==> src/rtl/dmem_access_ctrl.sv <==
// MEM-stage data-memory access controller: runs a req/ack handshake with a
// variable-latency data memory and stalls the upstream pipeline meanwhile.
module dmem_access_ctrl #(
   parameter int ADDR_W      = 32,
   parameter int DATA_W      = 32,
   parameter int TIMEOUT_CYC = 64
) (
   input  logic              clk,
   input  logic              reset,
   input  logic              mem_read_i,
   input  logic              mem_write_i,
   input  logic [ADDR_W-1:0] result_i,
   input  logic [DATA_W-1:0] write_data_i,
   input  logic              reg_write_i,
   input  logic              mem_to_reg_i,
   input  logic [4:0]        write_reg_i,
   output logic              mem_req,
   output logic              mem_we,
   output logic [ADDR_W-1:0] mem_addr,
   output logic [DATA_W-1:0] mem_wdata,
   input  logic              mem_ack,
   input  logic [DATA_W-1:0] mem_rdata,
   output logic [DATA_W-1:0] read_data_o,
   output logic [ADDR_W-1:0] result_o,
   output logic [4:0]        write_reg_o,
   output logic              reg_write_o,
   output logic              mem_to_reg_o,
   output logic              stall_o,
   output logic              err_o
);

   typedef enum logic [1:0] {IDLE, REQ, DONE} state_t;

   localparam logic [7:0] LAST_WAIT = 8'(TIMEOUT_CYC - 1);

   state_t            state;
   logic [7:0]        waitCnt;
   logic [DATA_W-1:0] rdataReg;
   logic              acc;

   assign acc = mem_read_i | mem_write_i;

   // Ack wins over timeout when both land in the final wait cycle.
   always_ff @(posedge clk) begin
      if (reset) begin
         state     <= IDLE;
         waitCnt   <= '0;
         mem_req   <= 1'b0;
         mem_we    <= 1'b0;
         mem_addr  <= '0;
         mem_wdata <= '0;
         rdataReg  <= '0;
         err_o     <= 1'b0;
      end else begin
         case (state)
            IDLE: begin
               if (acc) begin
                  mem_addr  <= result_i;
                  mem_wdata <= write_data_i;
                  mem_we    <= mem_write_i;
                  mem_req   <= 1'b1;
                  waitCnt   <= '0;
                  state     <= REQ;
               end
            end
            REQ: begin
               waitCnt <= waitCnt + 8'd1;
               if (mem_ack) begin
                  rdataReg <= mem_we ? '0 : mem_rdata;
                  mem_req  <= 1'b0;
                  state    <= DONE;
               end else if (waitCnt == LAST_WAIT) begin
                  rdataReg <= '0;
                  mem_req  <= 1'b0;
                  err_o    <= 1'b1;
                  state    <= DONE;
               end
            end
            DONE: begin
               waitCnt <= '0;
               state   <= IDLE;
            end
            default: state <= IDLE;
         endcase
      end
   end

   assign stall_o      = ~reset & (((state == IDLE) & acc) | (state == REQ));
   assign reg_write_o  = reg_write_i & ~stall_o & ~reset;
   assign read_data_o  = (state == DONE) ? rdataReg : '0;
   assign result_o     = result_i;
   assign write_reg_o  = write_reg_i;
   assign mem_to_reg_o = mem_to_reg_i;

endmodule

==> config.mk <==
export PLATFORM = sky130hd
export DESIGN_NAME = dmem_access_ctrl
export DESIGN_NICKNAME = d
export VERILOG_FILES = /design/src/rtl/dmem_access_ctrl.sv
export SDC_FILE = /design/constraint.sdc
export NUM_CORES = 1
export LEC_CHECK = 0
export CORE_UTILIZATION = 40
export CTS_CLUSTER_SIZE = 14
export DETAILED_ROUTE_END_ITERATION = 12
export PLACE_DENSITY = 0.79
export REMOVE_ABC_BUFFERS = 1
export SYNTH_ARGS = -nofsm -noshare
export SYNTH_HDL_FRONTEND = slang
export SYNTH_SLANG_ARGS = --single-unit
==> constraint.sdc <==
create_clock -name clk -period 3.1 [get_ports clk]
set_input_delay 0.62 -clock clk [delete_from_list [all_inputs] [get_ports clk]]
set_output_delay 0.62 -clock clk [all_outputs]
set_load 0.02 [all_outputs]
Word-level counts from Yosys, hierarchy flattened
Cells that the tools add are included.
Storage, ports and cells
  register bits after elaboration: 109
Operators by class
  bitwise logic cells: 9
  multiplexer cells: 14
  $add $sub $neg: 1
  equal/unequal tests: 5
  reductions and logical operators: 10
Operators with widths (number)
  two-way mux 32 bit: 4
  one-hot mux 8 bit (3 select lines): 1
  adder 8 x 1 -> 8 bit (second input constant): 1
  equality test 8 x 6 -> 1 bit (second input constant): 1
  two-way mux 8 bit: 1
  AND reduction 2 bit: 4
  two-way mux 2 bit: 3
  AND reduction 3 bit: 2
  bitwise AND 1 bit: 4
  one-hot mux 2 bit (2 select lines): 1
  nonzero test 2 bit: 2
  two-way mux 1 bit: 3
  != test 3 bit (second input constant): 1
  NOT 1 bit: 3
  nonzero test 3 bit: 1
  equality test 2 x 1 -> 1 bit (second input constant): 1
  equality test 2 bit (second input constant): 1
  logical NOT 2 bit: 1
  != test 2 bit (second input constant): 1
  OR 1 bit: 2
  one-hot mux 1 bit (2 select lines): 1

Depth between registers and ports, before layout
Gate-level depths: netlist of the first run.
  word-level depth: 7
  mapped depth: 6
  mapped depth without buffers: 4

Least setup slack after synthesis of the first run
OpenSTA, ideal clock, no wires.
  path type: input -> output
  start point: in mem_write_i
  end point: out reg_write_o
  stages: 5
  slack: 0.840 ns
  arrival time: 1.640 ns
  cells stage by stage: or2_2 -> clkbuf_1 -> buf_2 -> a21oi_1 -> and3b_1
On the way
  cells in the longest elaborated chain, start to end: 7
RTL lines
  from (decl): line 11  | input logic mem_write_i,
  OR 1 bit: line 41  | assign acc = mem_read_i | mem_write_i;
  bitwise AND 1 bit: line 88  | assign stall_o = ~reset & (((state == IDLE) & acc) | (state == REQ));
  OR 1 bit: line 88
  bitwise AND 1 bit: line 88
  NOT 1 bit: line 89  | assign reg_write_o = reg_write_i & ~stall_o & ~reset;
  bitwise AND 1 bit (2 in a row): line 89
  to (decl): line 26  | output logic reg_write_o,
Every way passes these cells.

Final worst setup path of the first run
Same ends and word-level chain as after synthesis.

==> flow_summary.ini, run 1 <==
[setup_path]
cp_cell_sequence = clkdlybuf4s50_1 > or2_2 > a21oi_1 > and3b_1 > clkdlybuf4s50_1
cp.required_ns = 2.48
slowest_stage = clkdlybuf4s50_1
cpMostUsedCell = clkdlybuf4s50_1
r2r_slack_ns = 0.95
worstSetupEndpointType = output pin
slowest_delay_ns = 0.60
cp.arrival_ns = 2.32
r2r-end = rdataReg[7]
worst-r2r-cell-count = 3
worstReg2RegStart = state[1]
worstPathMaxFanout = 2
crit_type = in -> out
cp-start-kind = input pin

[global_routing]
use_met1 = 0.265
grt_pass1_wl_um = 22800
first_global_vias = 4652
antenna_found_initial = 0
met3_usage = 0.0609
grt_max_degree = 87
overflow = 0
grtUsageTotal = 0.217
top_usage_layer = met2
grt_use_met2 = 0.366

[timing]
slew_viol_final = 0
whs_ns = 0.474
setup_violations = 0
fin_skew_ns = 0.00714
maxSlewHeadroom = 0.232
fin_crit_sh = 0.948
period_minus_slack_ns = 2.94
grt_setup_unrepaired = false
hold_violations = 0
timing.fmax_ghz = 0.340
tightest_slew_ns = 1.15

[power_and_ir_drop]
switching_share = 0.270
combPwrFrac = 0.233
pwr-share-seq = 0.430
clkPwrFrac = 0.337
ir_worst_vdd_mv = 0.231
power_density_nw_per_um2 = 490
finalPower_mw = 3.66
p_int_mw = 2.67
net-switching-power_mw = 0.990
p_leak_nw = 2.66

[cts]
ctsResizeCount = 0
cts_setup_buffers = 0
cts_sinks = 109
root_buffer = clkbuf_16
cts_buffers = 9
clockBufferDepth = 2
cts_hold_buf = 0
htree_levels = 3
clock_latency_ns = 0.33
cts_tree = built
clkTransAtPathRegs_ns = 0.06

[placed_design]
io_buffers = 234
dp_hpwl_um = 9780
place_congestion = 0.821

[drt]
vias = 4957
final_antenna_net_count = 0
drc = 0
wire_per_inst_um = 15.8
vias_per_cell = 5.38
drt_iter0_markers = 420
first_pass_iters = 4
wirelength_um = 14500

[floorplan]
die_w_um = 114
rows = 40
coreArea_sq_um = 12200
die_h_um = 114
ios = 247
initial_utilization = 0.415
die_area_sq_um = 13100

[synth]
yosys_warnings = 0
async_flop_share = 0
synth.distinct_cells = 42
syn_area_sq_um = 5050
syn_inst = 589
ys_ff_latch = 109
synth_edf_count = 0
synthFlopType = dfxtp_1
ys_seq_area_frac = 0.432
avgSynthCellArea_sq_um = 8.58

[finish]
drive_gt1_frac = 0.0531
final_common_cell = clkdlybuf4s50_1
n_antenna_cell = 0
area_growth_pct = 47.9
layout_common_cells = clkdlybuf4s50_1, dfxtp_1, a21oi_1
fillers = 1023
layout.nets = 858

[worst_hold_path]
hold_end = mem_addr[25]
holdPathStages = 2
hold_start = mem_addr[25]
hp-class = reg -> reg

[run_status]
outcome = finished clean

[run]
max-cap-violations = 0
## power groups by stage
stage	Combinational [mW]	Sequential (mW)	Clock, mW
after floorplan	0.267	1.69	0
after global placement	0.841	1.60	0
after detailed placement	0.857	1.60	0
after CTS	0.860	1.57	1.28
after global routing	0.917	1.59	1.33
final	0.855	1.57	1.24
## flip-flops by register name, summed over array words and instances, names as in the netlist
| signal | count |
|---|---|
| rdataReg | 32 |
| state | 2 |
| waitCnt | 8 |
| err_o | 1 |
| mem_we | 1 |
| mem_addr | 32 |
| mem_req | 1 |
| mem_wdata | 32 |
## worst max path at each step
stage | from | endpoint | slack [ns] | depth (start not counted)
floorplan | state[1] | stall_o | -0.68 | 3
global placement | mem_write_i | reg_write_o | 0.22 | 5
detailed placement | mem_write_i | reg_write_o | 0.16 | 5
CTS | mem_write_i | reg_write_o | 0.15 | 5
global route | mem_write_i | reg_write_o | 0.09 | 5
finish | mem_write_i | reg_write_o | 0.16 | 5
## per-layer routing
metal,share of wire,vias to the layer above
met3,0.086,16
met1,0.42,2310
met4,0.014,0
met2,0.48,232
li1,-,2399
met5,0,-
## layout make-up
class	count	area [sq um]	share of cell area
clock inverters	3	67.6	0.00904
flip-flops and latches	109	2180	0.292
inverters	1	3.75	0.000502
well taps	168	210	0.0281
clock buffers	13	260	0.0348
multi-input cells	382	2320	0.310
repair buffers	246	2430	0.325
## cells in the mapped netlist, types with 6 or more instances
cell	number	share of area
buf_2	22	0.022
buf_4	39	0.058
a211oi_1	9	0.013
nor2b_1	28	0.035
nor3b_1	27	0.040
nand2_1	6	0.0045
nand3_1	66	0.065
a221o_1	22	0.044
and2_1	33	0.041
clkbuf_1	31	0.023
dfxtp_1	109	0.43
nor2_1	7	0.0052
a21oi_1	82	0.081
o21ai_0	68	0.067
## worst max-delay path: cells and delay by family
family          cells  cell delay (ns)
simple gates        2             0.49
buf+inv             2             1.01
compound gates      1             0.20
## cell families (layout without fill, tap and decap cells)
logic type                 count (synthesis)  after routing  share of synthesized area
AOI/OAI and AO/OA                        198            198                      0.240
and+or+nand+nor                          183            183                      0.214
DFF                                      109            109                      0.432
buffers and inverters                     98            263                      0.112
adders and majority gates                  1              1                    0.00248
## stage by stage
step           worst slack [ns]  area, sq um  utilization  instances  TNS [ns]
3_3_place_gp              0.224         7150        0.588        906         0
4_1_cts                   0.153         7470        0.615        922         0
2_1_floorplan            -0.684         4490            -        492     -1.37
5_1_grt                  0.0859         7470        0.615        922         0
3_5_place_dp              0.159         7150        0.588        906         0
6_report                  0.161         7470        0.615        922         0
(Power assumes the default switching activity.)
==> inputs of run 2 (changes only) <==
--- a/config.mk
+++ b/config.mk
@@ -6,6 +6,7 @@
 export NUM_CORES = 1
 export LEC_CHECK = 0
 export CORE_UTILIZATION = 40
+export CTS_BUF_LIST = sky130_fd_sc_hd__clkbuf_16
 export CTS_CLUSTER_SIZE = 14
 export DETAILED_ROUTE_END_ITERATION = 12
 export PLACE_DENSITY = 0.79
==> run 2 against run 1 <==
Effect of this change: final area down 0.27%; via count is 0.77% higher; critical path depth stayed put.
==> flow_summary.ini, run 2 (synthesis results as in run 1) <==
[finish]
layout.nets = 858
area_growth_pct = 47.5
fin_util = 0.613
final_common_cell = clkdlybuf4s50_1
layout_common_cells = clkdlybuf4s50_1, dfxtp_1, a21oi_1
fillers = 1026
multi_input_area_sq_um = 2320
drive_gt1_frac = 0.0504
fin_cells = 922
reg_top3 = mem_addr (32), mem_wdata (32), rdataReg (32)
n_antenna_cell = 0
seq_area_sq_um = 2180
stdcell_area_sq_um = 7450

[cts]
cts_buffers = 9
cts_setup_buffers = 0
clkTransAtPathRegs_ns = 0.06
cts_tree = built
clockBufferDepth = 2
root_buffer = clkbuf_16
clock_latency_ns = 0.33
cts_sinks = 109
htree_levels = 3
cts_hold_buf = 0
ctsResizeCount = 0

[global_routing]
antenna_found_initial = 0
grt_max_degree = 87
grt_pass1_wl_um = 22900
first_global_vias = 4652
overflow = 0
grtUsageTotal = 0.217

[timing]
hold_violations = 0
slew_viol_final = 0
maxSlewHeadroom = 0.210
setup_violations = 0
timing.fmax_ghz = 0.339
tightest_slew_ns = 1.18
fin_skew_ns = 0.00584
grt_setup_unrepaired = false
whs_ns = 0.474
fin_crit_sh = 0.950
fin_ws_ns = 0.154
period_minus_slack_ns = 2.95
tns_ns = 0

[drt]
final_antenna_net_count = 0
vias_per_cell = 5.42
drt_iter0_markers = 369
vias = 4995
wire_per_inst_um = 15.8
first_pass_iters = 5
wirelength_um = 14600
drc = 0

[power_and_ir_drop]
switching_share = 0.274
combPwrFrac = 0.237
power_density_nw_per_um2 = 484
clkPwrFrac = 0.327
net-switching-power_mw = 0.991
p_leak_nw = 2.66
p_int_mw = 2.62
ir_worst_vdd_mv = 0.225
finalPower_mw = 3.61
pwr-share-seq = 0.436

[run]
max-cap-violations = 0

[setup_path]
worst-r2r-cell-count = 3
cpMostUsedCell = clkdlybuf4s50_1
critical_path.top_delay_family = buffers and inverters
worstPathMaxFanout = 2
r2r_slack_ns = 0.92
path_buf_inv = 2
worstSetupEndpointType = output pin
cp_cell_sequence = clkdlybuf4s50_1 > or2_2 > a21oi_1 > and3b_1 > clkdlybuf4s50_1
slowest_stage = clkdlybuf4s50_1
cp.arrival_ns = 2.33
worstReg2RegStart = state[1]
cp-start-kind = input pin
slowest_delay_ns = 0.60
crit_type = in -> out
cp.required_ns = 2.48
r2r-end = rdataReg[7]

[floorplan]
coreArea_sq_um = 12200
initial_utilization = 0.415
die_w_um = 114
die_area_sq_um = 13100
rows = 40
ios = 247
die_h_um = 114

[worst_hold_path]
hold_start = mem_addr[25]
holdPathStages = 2
hp-class = reg -> reg
hold_end = mem_addr[25]

[placed_design]
place_congestion = 0.821
dpl-instance-area_sq_um = 7150
post-place-ws_ns = 0.159
dp_hpwl_um = 9780
placed_cells = 906
io_buffers = 234

[run_status]
outcome = finished clean
-- run 2: changes by cell type in the layout (fill, tap and decap cells not counted), sizes merged --
cell,before,now
clkbuf,13,9
clkinv,0,2
inv,1,3
-- run 2: metal layers --
metal | GRT usage | routed length, um
met1 | 0.265 | 6210
met2 | 0.366 | 7000
met3 | 0.0609 | 1150
met4 | 0.0753 | 208
met5 | 0 | 0
-- run 2: layout make-up --
type	count	share of cell area
flip-flops and latches	109	0.293
multi-input cells	382	0.311
clock inverters	7	0.0111
well taps	168	0.0282
repair buffers	246	0.326
clock buffers	9	0.0302
inverters	1	0.000504
-- run 2: tightest hold or removal path: cells and delay by family, from the launching register on --
family / cells / cell delay, ns
AOI/OAI and AO/OA: 2 / 0.12
DFF: 1 / 0.31
-- run 2: worst max-delay path by stage --
stage               depth (start not counted)          end   startpoint  slack (ns)
CTS                                         5  reg_write_o  mem_write_i        0.15
finish                                      5  reg_write_o  mem_write_i        0.15
floorplan                                   3      stall_o     state[1]       -0.68
detailed placement                          5  reg_write_o  mem_write_i        0.16
global placement                            5  reg_write_o  mem_write_i        0.22
global route                                5  reg_write_o  mem_write_i        0.09
-- run 2: power by group through the flow --
stage / Clock, mW / Combinational [mW] / Sequential [mW]
floorplan: 0 / 0.267 / 1.69
global placement: 0 / 0.841 / 1.60
detailed placement: 0 / 0.857 / 1.60
CTS: 1.22 / 0.860 / 1.57
global route: 1.27 / 0.917 / 1.59
finish: 1.18 / 0.855 / 1.57
==> inputs of run 3 (changes only) <==
--- a/config.mk
+++ b/config.mk
@@ -5,11 +5,13 @@
 export SDC_FILE = /design/constraint.sdc
 export NUM_CORES = 1
 export LEC_CHECK = 0
-export CORE_UTILIZATION = 40
+export CAP_MARGIN = 15
+export CORE_MARGIN = 2
+export CORE_UTILIZATION = 44
 export CTS_BUF_LIST = sky130_fd_sc_hd__clkbuf_16
 export CTS_CLUSTER_SIZE = 14
 export DETAILED_ROUTE_END_ITERATION = 12
-export PLACE_DENSITY = 0.79
+export PLACE_DENSITY = 0.86
 export REMOVE_ABC_BUFFERS = 1
 export SYNTH_ARGS = -nofsm -noshare
 export SYNTH_HDL_FRONTEND = slang
==> run 3 against run 2 <==
Effect of this change: die area decreased by 5.6%; fmax decreased by 1.3%; worst hold slack worse by 0.0011 ns; sequential power barely moved; critical path type unchanged; largest cell class unchanged.
==> flow_summary.ini, run 3 (synthesis results as in run 1) <==
[run_status]
outcome = finished clean

[cts]
cts_sinks = 109
clkTransAtPathRegs_ns = 0.06
htree_levels = 3
cts_setup_buffers = 0
clock_latency_ns = 0.34
cts_hold_buf = 0
cts_buffers = 9
clockBufferDepth = 2
cts_tree = built
root_buffer = clkbuf_16
ctsResizeCount = 0

[run]
max-cap-violations = 0

[timing]
whs_ns = 0.473
period_minus_slack_ns = 2.99
grt_setup_unrepaired = false
timing.fmax_ghz = 0.335
fin_skew_ns = 0.0117
tightest_slew_ns = 1.12
setup_violations = 0
fin_ws_ns = 0.115
tns_ns = 0
slew_viol_final = 0
hold_violations = 0
maxSlewHeadroom = 0.255
fin_crit_sh = 0.963

[floorplan]
die_area_sq_um = 12400
die_w_um = 111
initial_utilization = 0.446
ios = 247
die_h_um = 111
coreArea_sq_um = 11300
rows = 39

[drt]
drc = 0
wire_per_inst_um = 16.6
first_pass_iters = 5
drt_iter0_markers = 506
final_antenna_net_count = 0
vias = 5026
wirelength_um = 14800
vias_per_cell = 5.62

[global_routing]
grtUsageTotal = 0.228
grt_max_degree = 105
first_global_vias = 4758
overflow = 0
antenna_found_initial = 0
grt_pass1_wl_um = 23600

[setup_path]
worstSetupEndpointType = output pin
worstReg2RegStart = state[1]
worstPathMaxFanout = 3
r2r_slack_ns = 0.96
cp-start-kind = input pin
r2r-end = rdataReg[25]
crit_type = in -> out
worst-r2r-cell-count = 3
cp.arrival_ns = 2.37
cp.required_ns = 2.48

[worst_hold_path]
holdPathStages = 2
hold_end = mem_wdata[7]
hp-class = reg -> reg
hold_start = mem_wdata[7]

[finish]
layout_common_cells = clkdlybuf4s50_1, dfxtp_1, a21oi_1
stdcell_area_sq_um = 7420
layout.nets = 856
n_antenna_cell = 0
seq_area_sq_um = 2180
multi_input_area_sq_um = 2320
area_growth_pct = 46.8
final_common_cell = clkdlybuf4s50_1
drive_gt1_frac = 0.0479
fillers = 931
reg_top3 = mem_addr (32), mem_wdata (32), rdataReg (32)

[placed_design]
io_buffers = 234
place_congestion = 0.835
dp_hpwl_um = 9940
dpl-instance-area_sq_um = 7110
post-place-ws_ns = 0.0983

[power_and_ir_drop]
ir_worst_vdd_mv = 0.259
power_density_nw_per_um2 = 487
p_leak_nw = 2.65
-- run 3: how the worst max path moves through the flow --
stage	from	endpoint	cells after the start
floorplan	state[1]	stall_o	3
global placement	mem_write_i	reg_write_o	5
detailed placement	mem_write_i	reg_write_o	5
CTS	mem_write_i	reg_write_o	5
global route	mem_write_i	reg_write_o	5
finish	mem_write_i	reg_write_o	5
-- run 3: per-stage QoR --
stage | power [mW] | cells | util
after global placement | 2.43 | 879 | 0.628
after floorplan | 1.95 | 492 | -
final | 3.61 | 895 | 0.655
after CTS | 3.63 | 895 | 0.655
after global routing | 3.76 | 895 | 0.655
after detailed placement | 2.46 | 879 | 0.628
-- run 3: power breakdown --
group	internal [mW]	switching, mW
combinational	0.408	0.448
clock	0.696	0.483
sequential	1.51	0.0642
-- run 3: worst max-delay path, stage by stage --
cell and delay, ns:
clkdlybuf4s50_1 0.42, or2_2 0.31, a21oi_1 0.21, and3b_1 0.19, clkdlybuf4s50_1 0.62
-- run 3: area by class of cell --
| type | instances | area share |
|---|---|---|
| clock buffer | 9 | 0.0304 |
| tap | 143 | 0.0241 |
| clock inverter | 7 | 0.0108 |
| sequential | 109 | 0.294 |
| timing repair buffer | 244 | 0.327 |
| inverter | 1 | 0.000506 |
| multi-input combinational | 382 | 0.313 |
-- run 3: routing by layer --
layer / vias up / wire length [um] / global-route usage
met5: - / 0 / 0
met4: 0 / 150 / 0.0691
met3: 12 / 1340 / 0.0672
met2: 237 / 7300 / 0.403
met1: 2382 / 6040 / 0.268
li1: 2395 / - / -
